--- src/rtl/uart_pkg.sv ---
// Shared definitions for the UART APB control slice: register map, bit
// positions, TX sequencer states and frame-width helpers.
package uart_pkg;

  localparam logic [19:0] DEFAULT_BAUD = 20'd16;

  localparam logic [7:0] REG_CTRL   = 8'h00;
  localparam logic [7:0] REG_BAUD   = 8'h04;
  localparam logic [7:0] REG_TXDATA = 8'h08;
  localparam logic [7:0] REG_RXDATA = 8'h0C;
  localparam logic [7:0] REG_STATUS = 8'h10;

  localparam int CTRL_MODE  = 0;
  localparam int CTRL_TX_EN = 1;
  localparam int CTRL_RX_EN = 2;
  localparam int CTRL_RX_IE = 3;
  localparam int CTRL_TX_IE = 4;

  localparam int ST_TX_PEND = 0;
  localparam int ST_TX_BUSY = 1;
  localparam int ST_RX_FULL = 2;
  localparam int ST_TX_OVF  = 3;
  localparam int ST_RX_OVR  = 4;

  localparam logic MODE_8  = 1'b0;
  localparam logic MODE_10 = 1'b1;

  typedef enum logic [1:0] {
    TX_IDLE  = 2'd0,
    TX_START = 2'd1,
    TX_WAIT  = 2'd2
  } tx_state_e;

  // 8-bit frames carry no payload in the top two bits.
  function automatic logic [9:0] frame_mask(input logic mode_v, input logic [9:0] word_v);
    logic [9:0] res_v;
    if (mode_v == MODE_10) begin
      res_v = word_v;
    end else begin
      res_v = {2'b00, word_v[7:0]};
    end
    return res_v;
  endfunction

endpackage

--- src/rtl/uart_tx_seq.sv ---
// TX launch sequencer: one-entry holding register feeding a three-state
// IDLE/START/WAIT handshake with the TX engine.
module uart_tx_seq
  import uart_pkg::*;
(
  input  logic       clk,
  input  logic       rstn,
  input  logic       tx_en,
  input  logic       wr_en,
  input  logic [9:0] wr_data,
  input  logic       tx_done,
  output logic       tx_pend,
  output logic       tx_busy,
  output logic       ovf_set,
  output logic       tx_start,
  output logic [9:0] tx_data
);

  tx_state_e  state_r;
  tx_state_e  state_nxt_s;
  logic       launch_s;
  logic       pend_r;
  logic [9:0] hold_r;
  logic       start_r;
  logic [9:0] data_r;

  // Next-state decode; launch only leaves IDLE, tx_done only matters in WAIT.
  always_comb begin
    state_nxt_s = state_r;
    launch_s    = 1'b0;
    case (state_r)
      TX_IDLE: begin
        if (pend_r && tx_en) begin
          state_nxt_s = TX_START;
          launch_s    = 1'b1;
        end else begin
          state_nxt_s = TX_IDLE;
        end
      end
      TX_START: state_nxt_s = TX_WAIT;
      TX_WAIT: begin
        if (tx_done) begin
          state_nxt_s = TX_IDLE;
        end else begin
          state_nxt_s = TX_WAIT;
        end
      end
      default: state_nxt_s = TX_IDLE;
    endcase
  end

  // State register.
  always_ff @(posedge clk or negedge rstn) begin
    if (!rstn) begin
      state_r <= TX_IDLE;
    end else begin
      state_r <= state_nxt_s;
    end
  end

  // Holding register and flopped launch outputs so tx_start cannot glitch.
  always_ff @(posedge clk or negedge rstn) begin
    if (!rstn) begin
      pend_r  <= 1'b0;
      hold_r  <= 10'd0;
      start_r <= 1'b0;
      data_r  <= 10'd0;
    end else begin
      if (launch_s) begin
        pend_r <= 1'b0;
      end else if (wr_en) begin
        pend_r <= 1'b1;
      end
      if (wr_en && !pend_r) begin
        hold_r <= wr_data;
      end
      start_r <= launch_s;
      if (launch_s) begin
        data_r <= hold_r;
      end
    end
  end

  assign tx_pend  = pend_r;
  assign tx_busy  = (state_r != TX_IDLE);
  assign ovf_set  = wr_en & pend_r;
  assign tx_start = start_r;
  assign tx_data  = data_r;

endmodule

--- src/rtl/uart_apb_ctrl.sv ---
// APB register block for the UART: config shadowing, TX launch through
// uart_tx_seq, one-entry RX buffer, sticky error flags and level interrupt.
module uart_apb_ctrl #(
  parameter logic [19:0] DEFAULT_BAUD = uart_pkg::DEFAULT_BAUD,
  parameter int          ADDR_W       = 5
) (
  input  logic              clk,
  input  logic              rstn,
  input  logic              psel,
  input  logic              penable,
  input  logic              pwrite,
  input  logic [ADDR_W-1:0] paddr,
  input  logic [31:0]       pwdata,
  output logic [31:0]       prdata,
  output logic              pready,
  output logic              pslverr,
  output logic              mode,
  output logic [19:0]       baud,
  output logic              tx_start,
  output logic [9:0]        tx_data,
  input  logic              tx_done,
  output logic              rx_en,
  input  logic              rx_valid,
  input  logic [9:0]        rx_word,
  output logic              irq
);

  import uart_pkg::*;

  logic        acc_s;
  logic        hit_ctrl_s, hit_baud_s, hit_txdata_s, hit_rxdata_s, hit_status_s;
  logic        unmapped_s;
  logic        wr_ctrl_s, wr_baud_s, wr_txdata_s, wr_status_s, rd_rxdata_s, rd_s;
  logic        mode_r, mode_sh_r, mode_sh_nxt_s;
  logic [19:0] baud_r, baud_sh_r, baud_sh_nxt_s;
  logic        tx_en_r, rx_en_r, rx_ie_r, tx_ie_r;
  logic        rx_full_r, tx_ovf_r, rx_ovr_r;
  logic [9:0]  rx_word_r;
  logic        rx_store_s, rx_ovr_set_s;
  logic        tx_pend_s, tx_busy_s, tx_ovf_set_s;
  logic [31:0] rdata_s;
  logic        unused_pwdata_s;

  assign acc_s        = psel & penable;
  assign hit_ctrl_s   = (paddr == ADDR_W'(REG_CTRL));
  assign hit_baud_s   = (paddr == ADDR_W'(REG_BAUD));
  assign hit_txdata_s = (paddr == ADDR_W'(REG_TXDATA));
  assign hit_rxdata_s = (paddr == ADDR_W'(REG_RXDATA));
  assign hit_status_s = (paddr == ADDR_W'(REG_STATUS));
  assign unmapped_s   = ~(hit_ctrl_s | hit_baud_s | hit_txdata_s | hit_rxdata_s | hit_status_s);

  assign wr_ctrl_s   = acc_s & pwrite & hit_ctrl_s;
  assign wr_baud_s   = acc_s & pwrite & hit_baud_s;
  assign wr_txdata_s = acc_s & pwrite & hit_txdata_s;
  assign wr_status_s = acc_s & pwrite & hit_status_s;
  assign rd_s        = acc_s & ~pwrite;
  assign rd_rxdata_s = rd_s & hit_rxdata_s;

  assign unused_pwdata_s = &{1'b0, pwdata[31:20]};

  // Shadow next values; a zero divisor is never accepted.
  always_comb begin
    mode_sh_nxt_s = mode_sh_r;
    baud_sh_nxt_s = baud_sh_r;
    if (wr_ctrl_s) begin
      mode_sh_nxt_s = pwdata[CTRL_MODE];
    end else begin
      mode_sh_nxt_s = mode_sh_r;
    end
    if (wr_baud_s && (pwdata[19:0] != 20'd0)) begin
      baud_sh_nxt_s = pwdata[19:0];
    end else begin
      baud_sh_nxt_s = baud_sh_r;
    end
  end

  // Config registers; line settings only move while both engines are quiet.
  always_ff @(posedge clk or negedge rstn) begin
    if (!rstn) begin
      mode_sh_r <= MODE_8;
      baud_sh_r <= DEFAULT_BAUD;
      mode_r    <= MODE_8;
      baud_r    <= DEFAULT_BAUD;
      tx_en_r   <= 1'b0;
      rx_en_r   <= 1'b0;
      rx_ie_r   <= 1'b0;
      tx_ie_r   <= 1'b0;
    end else begin
      mode_sh_r <= mode_sh_nxt_s;
      baud_sh_r <= baud_sh_nxt_s;
      if (wr_ctrl_s) begin
        tx_en_r <= pwdata[CTRL_TX_EN];
        rx_en_r <= pwdata[CTRL_RX_EN];
        rx_ie_r <= pwdata[CTRL_RX_IE];
        tx_ie_r <= pwdata[CTRL_TX_IE];
      end
      if (!tx_busy_s && !rx_en_r) begin
        mode_r <= mode_sh_nxt_s;
        baud_r <= baud_sh_nxt_s;
      end
    end
  end

  // A read that drains the buffer in the same cycle frees it for the new word.
  assign rx_store_s   = rx_valid & rx_en_r & (~rx_full_r | rd_rxdata_s);
  assign rx_ovr_set_s = rx_valid & rx_en_r & rx_full_r & ~rd_rxdata_s;

  // RX buffer and sticky W1C flags; a new set event wins over the clear.
  always_ff @(posedge clk or negedge rstn) begin
    if (!rstn) begin
      rx_full_r <= 1'b0;
      rx_word_r <= 10'd0;
      tx_ovf_r  <= 1'b0;
      rx_ovr_r  <= 1'b0;
    end else begin
      if (rx_store_s) begin
        rx_full_r <= 1'b1;
        rx_word_r <= frame_mask(mode_r, rx_word);
      end else if (rd_rxdata_s) begin
        rx_full_r <= 1'b0;
      end
      tx_ovf_r <= tx_ovf_set_s | (tx_ovf_r & ~(wr_status_s & pwdata[ST_TX_OVF]));
      rx_ovr_r <= rx_ovr_set_s | (rx_ovr_r & ~(wr_status_s & pwdata[ST_RX_OVR]));
    end
  end

  uart_tx_seq u_tx_seq (
    .clk      (clk),
    .rstn     (rstn),
    .tx_en    (tx_en_r),
    .wr_en    (wr_txdata_s),
    .wr_data  (frame_mask(mode_r, pwdata[9:0])),
    .tx_done  (tx_done),
    .tx_pend  (tx_pend_s),
    .tx_busy  (tx_busy_s),
    .ovf_set  (tx_ovf_set_s),
    .tx_start (tx_start),
    .tx_data  (tx_data)
  );

  // Read mux; TXDATA is write-only and reads back zero.
  always_comb begin
    rdata_s = 32'd0;
    case (paddr)
      ADDR_W'(REG_CTRL):   rdata_s = {27'd0, tx_ie_r, rx_ie_r, rx_en_r, tx_en_r, mode_sh_r};
      ADDR_W'(REG_BAUD):   rdata_s = {12'd0, baud_sh_r};
      ADDR_W'(REG_RXDATA): rdata_s = {22'd0, rx_word_r};
      ADDR_W'(REG_STATUS): rdata_s = {27'd0, rx_ovr_r, tx_ovf_r, rx_full_r, tx_busy_s, tx_pend_s};
      default:             rdata_s = 32'd0;
    endcase
  end

  assign prdata  = rd_s ? rdata_s : 32'd0;
  assign pready  = 1'b1;
  assign pslverr = acc_s & unmapped_s;
  assign mode    = mode_r;
  assign baud    = baud_r;
  assign rx_en   = rx_en_r;
  assign irq     = (rx_ie_r & rx_full_r) | (tx_ie_r & ~tx_pend_s & ~tx_busy_s) | tx_ovf_r | rx_ovr_r;

endmodule

--- config.mk ---
export PLATFORM = sky130hd
export DESIGN_NAME = uart_apb_ctrl
export DESIGN_NICKNAME = d
export VERILOG_FILES = /design/src/rtl/uart_pkg.sv /design/src/rtl/uart_tx_seq.sv /design/src/rtl/uart_apb_ctrl.sv
export SDC_FILE = /design/constraint.sdc
export NUM_CORES = 1
export LEC_CHECK = 0
export ABC_AREA = 1
export CORE_UTILIZATION = 49
export CTS_BUF_LIST = sky130_fd_sc_hd__clkbuf_4 sky130_fd_sc_hd__clkbuf_8
export CTS_CLUSTER_DIAMETER = 60
export DETAILED_ROUTE_END_ITERATION = 16
export PLACE_DENSITY = 0.91
export SLEW_MARGIN = 5
export SYNTH_ARGS = -nofsm -noshare
export SYNTH_HDL_FRONTEND = slang
export SYNTH_SLANG_ARGS = --single-unit
export TNS_END_PERCENT = 50
--- constraint.sdc ---
create_clock -name clk -period 1.6 [get_ports clk]
set_clock_uncertainty 0.1 [all_clocks]
set_input_delay 0.32 -clock clk [delete_from_list [all_inputs] [get_ports clk]]
set_output_delay 0.32 -clock clk [all_outputs]
set_load 0.02 [all_outputs]
==> flow_summary_export.csv, run 1 <==
group,metric,value,unit
status,status,"finished with violations",
status,failed_checks,"negative setup slack",
logic_synthesis,synthCells,499,
logic_synthesis,synth_edf_count,0,
routing,wl_met1,5407,um
cells_and_area,syn2layout_area_growth,55.21,%
timing,fin_crit,1933,ps
placed_design,place_congestion,0.8588,
floorplan,die_h,93.45,um
clocking,numCtsBuffers,9,
setup_path,cpPeakStageDelay,220,ps
logic_synthesis,netlist_area,4098,um^2
logic_synthesis,syn_area_per_cell,8.212,um^2
clocking,insertion_delay,370,ps
routing,routed.top_layer,"met4",
global_route,grt_pass1_wl,21650,um
routing,routed-wl-met2,7469,um
power,power.switching,2.601,mW
cells_and_area,nets,719,
cells_and_area,finish.utilization,0.8063,
cells_and_area,seqCellArea,2079,um^2
timing,tightest_slew,505.3,ps
global_route,grt_antenna_before_repair,0,
flow_run,maxCapViolCount,0,
power,p_comb_frac,0.346,
routing,vias,4359,
setup_path,crit_chain,"buf_2, clkinvlp_4, buf_4, nand3_4, nor2_4, nand2_2, o21ai_2, nor2_1, nor2_2, buf_6",
floorplan,die_x,93.45,um
floorplan,start_util,0.5195,
setup_path,cp_slowest_cell,"nor2_4",
setup_path,cp_data_required_time,1180,ps
power,switching_share,0.3611,
routing,drt_iter0_markers,425,
clocking,clk_pin_slew,90,ps
setup_path,critPathCaptureType,"output pin",
power,p_int,4.601,mW
timing,worst_slack,-333.0,ps
logic_synthesis,synthArstFlopShare,1.000,
clocking,tritoncts,"built",
power,ir_worst_vdd,834.7,uV
global_route,grt_pass1_vias,4407,
setup_path,crit_arrival,1510,ps
clocking,cts_root_buffer,"clkbuf_8",
logic_synthesis,ys_seq_area_frac,0.5075,
timing,hold_viol_final,0,
logic_synthesis,ys_warn_count,0,
min_path,hold_class,"primary input to async pin",
routing,wl_met3,1214,um
cells_and_area,num_antenna_cells,0,
global_route,grt_max_degree,37,
cells_and_area,finish.instance_area,6360,um^2
power,seq_power_share,0.390,
placed_design,placed_area,5756,um^2
setup_path,critPathTopFamily,"simple AND/OR/NAND/NOR gates",
clocking,h-tree-depth,3,
cells_and_area,n_fill_cell,433,
setup_path,worstSetupPathType,"primary input to output pin",
routing,drt_wl_total,15080,um
routing,first_pass_iters,5,
timing,setup_viol,62,
floorplan,fp-row-count,32,
logic_synthesis,synth_flop_cell,"dfrtp_1",
placed_design,numPortBuffers,96,
timing,rsz0062_at_grt,"true",
setup_path,cp_max_fo,6,
placed_design,dp_hpwl,8405,um
routing,viasPerCell,5.646,
routing,drc_errors,0,
power,p_per_area,1132,nW/um^2
timing,fin_crit_sh,1.208,
logic_synthesis,ys_types,26,
routing,ant_nets,0,
global_route,grt.total_usage,0.3306,
global_route,grt-ovfl-total,0,
timing,max_freq,517.3,MHz
routing,wl_per_cell,19.53,um
setup_path,start_kind,"primary input",
timing,slew_headroom,0.6632,
clocking,cts_sinks,83,
cells_and_area,multi_input_area,1967,um^2
floorplan,pin_count,122,
power,p_clk_frac,0.263,
timing,slew_violations,0,
clocking,clock_path_buffers,2,
logic_synthesis,ys_ff_latch,83,
timing,whs,347.4,ps
cells_and_area,drive_gt1_frac,0.3537,
setup_path,path_buf_inv,4,
floorplan,dieArea,8732,um^2
power,p_leak,3.141,nW
floorplan,core,7888,um^2
-- routing by layer --
| metal | vias to the layer above | global-route usage |
|---|---|---|
| li1 | 1854 | - |
| met1 | 2100 | 0.3791 |
| met2 | 306 | 0.5594 |
| met3 | 99 | 0.06992 |
| met4 | 0 | 0.2128 |
| met5 | - | 0 |
-- cells in the mapped netlist (5+ instances only) --
cell type | n | area, um^2
clkbuf_1 | 8 | 30.03
a21oi_1 | 6 | 30.03
buf_4 | 13 | 97.59
inv_1 | 62 | 232.7
buf_6 | 5 | 56.30
nor3_1 | 10 | 50.05
o21ai_0 | 27 | 135.1
dfrtp_1 | 81 | 2027
nand2_1 | 134 | 503.0
and2_1 | 20 | 125.1
nand4_1 | 7 | 43.79
nand3_1 | 44 | 220.2
nand2_2 | 23 | 143.9
o21ai_2 | 11 | 96.34
buf_2 | 6 | 30.03
nor2_1 | 26 | 97.59
-- power groups by stage --
| stage | combinational [mW] | clock [mW] | sequential (mW) |
|---|---|---|---|
| after global routing | 2.69 | 1.97 | 2.85 |
| after global placement | 2.36 | 0 | 2.80 |
| after CTS | 2.34 | 1.87 | 2.78 |
| after floorplan | 0.987 | 0 | 3.05 |
| final | 2.49 | 1.90 | 2.81 |
| after detailed placement | 2.42 | 0 | 2.82 |
-- worst paths after layout --
kind / start / end / slack (ps) / depth (start not counted)
setup / recovery: paddr[3] / prdata[3] / -330 / 10
hold / removal: rstn / baud_sh_r[7] / 350 / 2
setup reg to reg: u_tx_seq.state_r[1] / baud[13] / 80 / 7
hold reg to reg: u_tx_seq.tx_data[4] / u_tx_seq.tx_data[4] / 380 / 2
max in group asynchronous: rstn / rx_word_r[8] / 500 / 3
min in group clk: u_tx_seq.tx_data[4] / u_tx_seq.tx_data[4] / 380 / 2
-- cells by family after synthesis --
family | after synthesis | share of synthesized area
AO/OA/AOI/OAI | 45 | 0.06565
other | 2 | 0.001833
AND/OR/NAND/NOR | 274 | 0.3151
flip-flops | 83 | 0.5075
buffers and inverters | 95 | 0.1099
-- cell usage in the layout (no fill, tap or decap), types with 5 or more instances in the layout --
cell             instances
o21ai_2                 15
a21oi_2                  5
nand2_2                 30
clkdlybuf4s50_1         32
dlygate4sd2_1           34
o21ai_0                 18
nor3_4                  10
nor2_4                   6
dfrtp_1                 81
and2_1                  17
buf_4                   69
nor2_1                  14
nor2_2                  11
nand3_4                  5
conb_1                  13
nand3_2                 15
nand4_1                  7
inv_1                   58
nand3_1                 27
buf_6                   24
clkbuf_8                 9
nand2_1                125
buf_12                   8
-- cell type report --
| class | count | area share |
|---|---|---|
| Timing Repair Buffer | 177 | 0.2678 |
| Sequential cell | 83 | 0.3270 |
| Inverter | 62 | 0.03718 |
| Tap cell | 102 | 0.02007 |
| Multi-Input combinational cell | 332 | 0.3093 |
| Clock inverter | 7 | 0.01928 |
| Clock buffer | 9 | 0.01948 |
-- stage by stage --
step / setup WS [ps] / TNS, ps / power, mW / instances
after global placement: -1046 / -55940 / 5.165 / 743
after CTS: -243.2 / -6211 / 6.992 / 769
final: -333.0 / -14150 / 7.203 / 772
after global routing: -381.4 / -16960 / 7.506 / 772
after detailed placement: -1119 / -58700 / 5.243 / 743
after floorplan: -103.1 / -548.9 / 4.036 / 510
-- timing repair --
action,4_1_cts,5_1_grt
cloned,2,2
hold buffers,1,0
endpoints found under the hold margin,31,0
pin swaps,22,20
setup endpoints to repair,116,69
resized for setup,214,49
setup buffers,8,1
-- state kept, by name, indices dropped and copies added, names as in the netlist, 2 cells and up --
signal,count
baud,20
baud_sh_r,20
rx_word_r,10
u_tx_seq.hold_r,10
u_tx_seq.state_r,2
u_tx_seq.tx_data,10
Power figures use the tool's default switching activity.
==> inputs of run 2 (changes only) <==
--- a/config.mk
+++ b/config.mk
@@ -5,7 +5,6 @@
 export SDC_FILE = /design/constraint.sdc
 export NUM_CORES = 1
 export LEC_CHECK = 0
-export ABC_AREA = 1
 export CORE_UTILIZATION = 49
 export CTS_BUF_LIST = sky130_fd_sc_hd__clkbuf_4 sky130_fd_sc_hd__clkbuf_8
 export CTS_CLUSTER_DIAMETER = 60
==> flow_summary_export.csv, run 2 <==
group,metric,value,unit
status,status,"finished with violations",
status,failed_checks,"negative setup slack",
logic_synthesis,synthTopCellsByArea,"dfrtp_1 (49%), mux2_2 (9.9%), a221oi_2 (5.8%)",
setup_path,critPathCaptureType,"output pin",
timing,rsz0062_at_grt,"true",
global_route,met1_usage,0.4639,
logic_synthesis,yosys.area_share.adder,0,
logic_synthesis,ys_types,46,
routing,viasPerCell,6.341,
timing,slew_violations,0,
clocking,h-tree-depth,3,
global_route,grt_pass1_wl,23560,um
clocking,numCtsBuffers,9,
power,ir_worst_vdd,623.8,uV
timing,fin_crit,2097,ps
routing,drt_iter0_markers,396,
logic_synthesis,yosysMostFrequentCell,"dfrtp_1",
setup_path,crit_arrival,1680,ps
routing,wl_per_cell,25.96,um
timing,hold_viol_final,0,
power,switching_share,0.3401,
cells_and_area,nets,609,
clocking,cts_sinks,83,
logic_synthesis,synthTopCellsByCount,"dfrtp_1 (81), nor2_1 (44), mux2_2 (36)",
global_route,grt_max_degree,33,
flow_run,maxCapViolCount,0,
setup_path,worstSetupPathType,"primary input to output pin",
global_route,grt_pass1_vias,4202,
cells_and_area,final_cell_mix,"dfrtp_1 (81), buf_4 (74), buf_6 (46)",
routing,first_pass_iters,5,
setup_path,rrSetupSlack,-260,ps
clocking,insertion_delay,390,ps
routing,drt_wl_total,17290,um
power,p_int,4.169,mW
power,p_leak,3.376,nW
floorplan,die_h,93.60,um
logic_synthesis,netlist_area,4111,um^2
global_route,grt-ovfl-total,0,
clocking,clock_path_buffers,2,
global_route,grt_antenna_before_repair,1,
min_path,hold-path-endpoint,"baud[0]",
timing,fin_crit_sh,1.310,
logic_synthesis,muxShareOfSynthArea,0.1619,
power,p_per_area,937.3,nW/um^2
cells_and_area,layout_commonest_cell,"dfrtp_1",
logic_synthesis,synth_edf_count,0,
floorplan,dieArea,8761,um^2
logic_synthesis,synth_top_family_by_area,"multiplexers",
floorplan,pin_count,122,
logic_synthesis,synth-simple-area-share,0.1382,
routing,ant_nets,0,
cells_and_area,drive_gt1_frac,0.5411,
global_route,grtUsageMet2,0.6023,
routing,drc_errors,0,
logic_synthesis,synth_flop_cell,"dfrtp_1",
placed_design,dp_hpwl,8845,um
cells_and_area,seqCellArea,2079,um^2
cells_and_area,syn2layout_area_growth,63.91,%
setup_path,cp_data_required_time,1180,ps
global_route,use_met3,0.06260,
cells_and_area,finish.utilization,0.8243,
min_path,hold_class,"primary input to register",
setup_path,rr_worst_depth,7,
setup_path,start_kind,"primary input",
cells_and_area,multi_input_area,2226,um^2
logic_synthesis,synthArstFlopShare,1.000,
setup_path,reg2reg_to,"u_tx_seq.tx_data[7]",
routing,vias,4223,
power,power.switching,2.148,mW
setup_path,cp_max_fo,5,
logic_synthesis,synthCells,352,
timing,max_freq,476.9,MHz
cells_and_area,n_fill_cell,391,
min_path,hold_start,"pwdata[0]",
global_route,grt.total_usage,0.3684,
power,p_comb_frac,0.271,
placed_design,numPortBuffers,96,
power,p_clk_frac,0.294,
logic_synthesis,ys_warn_count,0,
logic_synthesis,ys_seq_area_frac,0.5058,
global_route,grt-busiest-layer,"met2",
min_path,hold_depth,3,
logic_synthesis,synth_top_cell_by_area,"dfrtp_1",
setup_path,r2r-start,"u_tx_seq.state_r[0]",
timing,setup_viol,81,
logic_synthesis,synth_top_area_share,0.4930,
timing,worst_slack,-496.8,ps
logic_synthesis,synth-compound-area-share,0.1266,
floorplan,core,8175,um^2
clocking,cts_root_buffer,"clkbuf_8",
placed_design,place_congestion,1.009,
floorplan,fp-row-count,33,
clocking,tritoncts,"built",
logic_synthesis,syn_area_per_cell,11.68,um^2
logic_synthesis,ys_ff_latch,83,
timing,setup_tns,-16870,ps
logic_synthesis,synthXorXnorAreaFrac,0,
floorplan,die_x,93.60,um
floorplan,start_util,0.5029,
clocking,clk_pin_slew,100,ps
power,seq_power_share,0.435,
## run 2: layer usage
layer  wire length, um  share of wire
met4              1212          0.070
met2              8335           0.48
met5                 0              0
met3              1625          0.094
met1              6116           0.35
## run 2: how the worst max path moves through the flow
stage	from	endpoint	slack [ps]	cells after the start
3_3_place_gp	paddr[4]	prdata[1]	-1210	7
2_1_floorplan	paddr[4]	prdata[0]	-240	5
3_5_place_dp	paddr[4]	prdata[6]	-1270	7
4_1_cts	u_tx_seq.state_r[0]	prdata[1]	-470	4
5_1_grt	u_tx_seq.state_r[0]	prdata[1]	-530	4
6_report	paddr[0]	prdata[9]	-500	8
## run 2: critical path: stages
cell	delay (ps)
buf_8	100
nor4b_4	290
nor2b_4	270
buf_6	140
buf_8	130
a22oi_2	100
nor2_2	170
buf_6	140
## run 2: kinds of logic (layout without fill, tap and decap cells)
logic type	count (synthesis)	in the layout
simple gates	112	112
flops	83	83
mux	55	55
compound gates	50	51
buf+inv	50	246
other cells	2	14
## run 2: what timing repair did
item	CTS	global route
cloned	4	1
gates resized for setup	288	75
endpoints found under the setup margin	129	95
hold buffers	1	0
endpoints found under the hold margin	25	0
setup buffers	19	10
pin swaps	32	27
## run 2: power by group through the flow
stage	clock network [mW]	registers (mW)	logic [mW]
floorplan	0	2.82	0.586
global placement	0	2.69	1.45
detailed placement	0	2.70	1.52
CTS	1.77	2.67	1.53
global route	1.94	2.77	1.79
finish	1.86	2.75	1.71
## run 2: stage by stage
| step | instance area (um^2) | worst slack, ps | std cells | hold slack (ps) | total power, mW |
|---|---|---|---|---|---|
| finish | 6739 | -496.8 | 666 | 170.4 | 6.317 |
| global placement | 5858 | -1215 | 620 | 164.8 | 4.140 |
| global route | 6739 | -532.1 | 666 | 162.5 | 6.489 |
| CTS | 6571 | -470.0 | 659 | 277.5 | 5.980 |
| floorplan | 4298 | -236.4 | 363 | -75.59 | 3.401 |
| detailed placement | 5858 | -1268 | 620 | 169.8 | 4.223 |
## run 2: area by class of cell
| cell class | instances | area share |
|---|---|---|
| antenna | 1 | 0.0003713 |
| clock buffer | 9 | 0.01838 |
| clock inverter | 7 | 0.01578 |
| inverter | 21 | 0.01170 |
| multi-input combinational | 231 | 0.3303 |
| sequential | 83 | 0.3086 |
| tap | 105 | 0.01949 |
| timing repair buffer | 209 | 0.2954 |
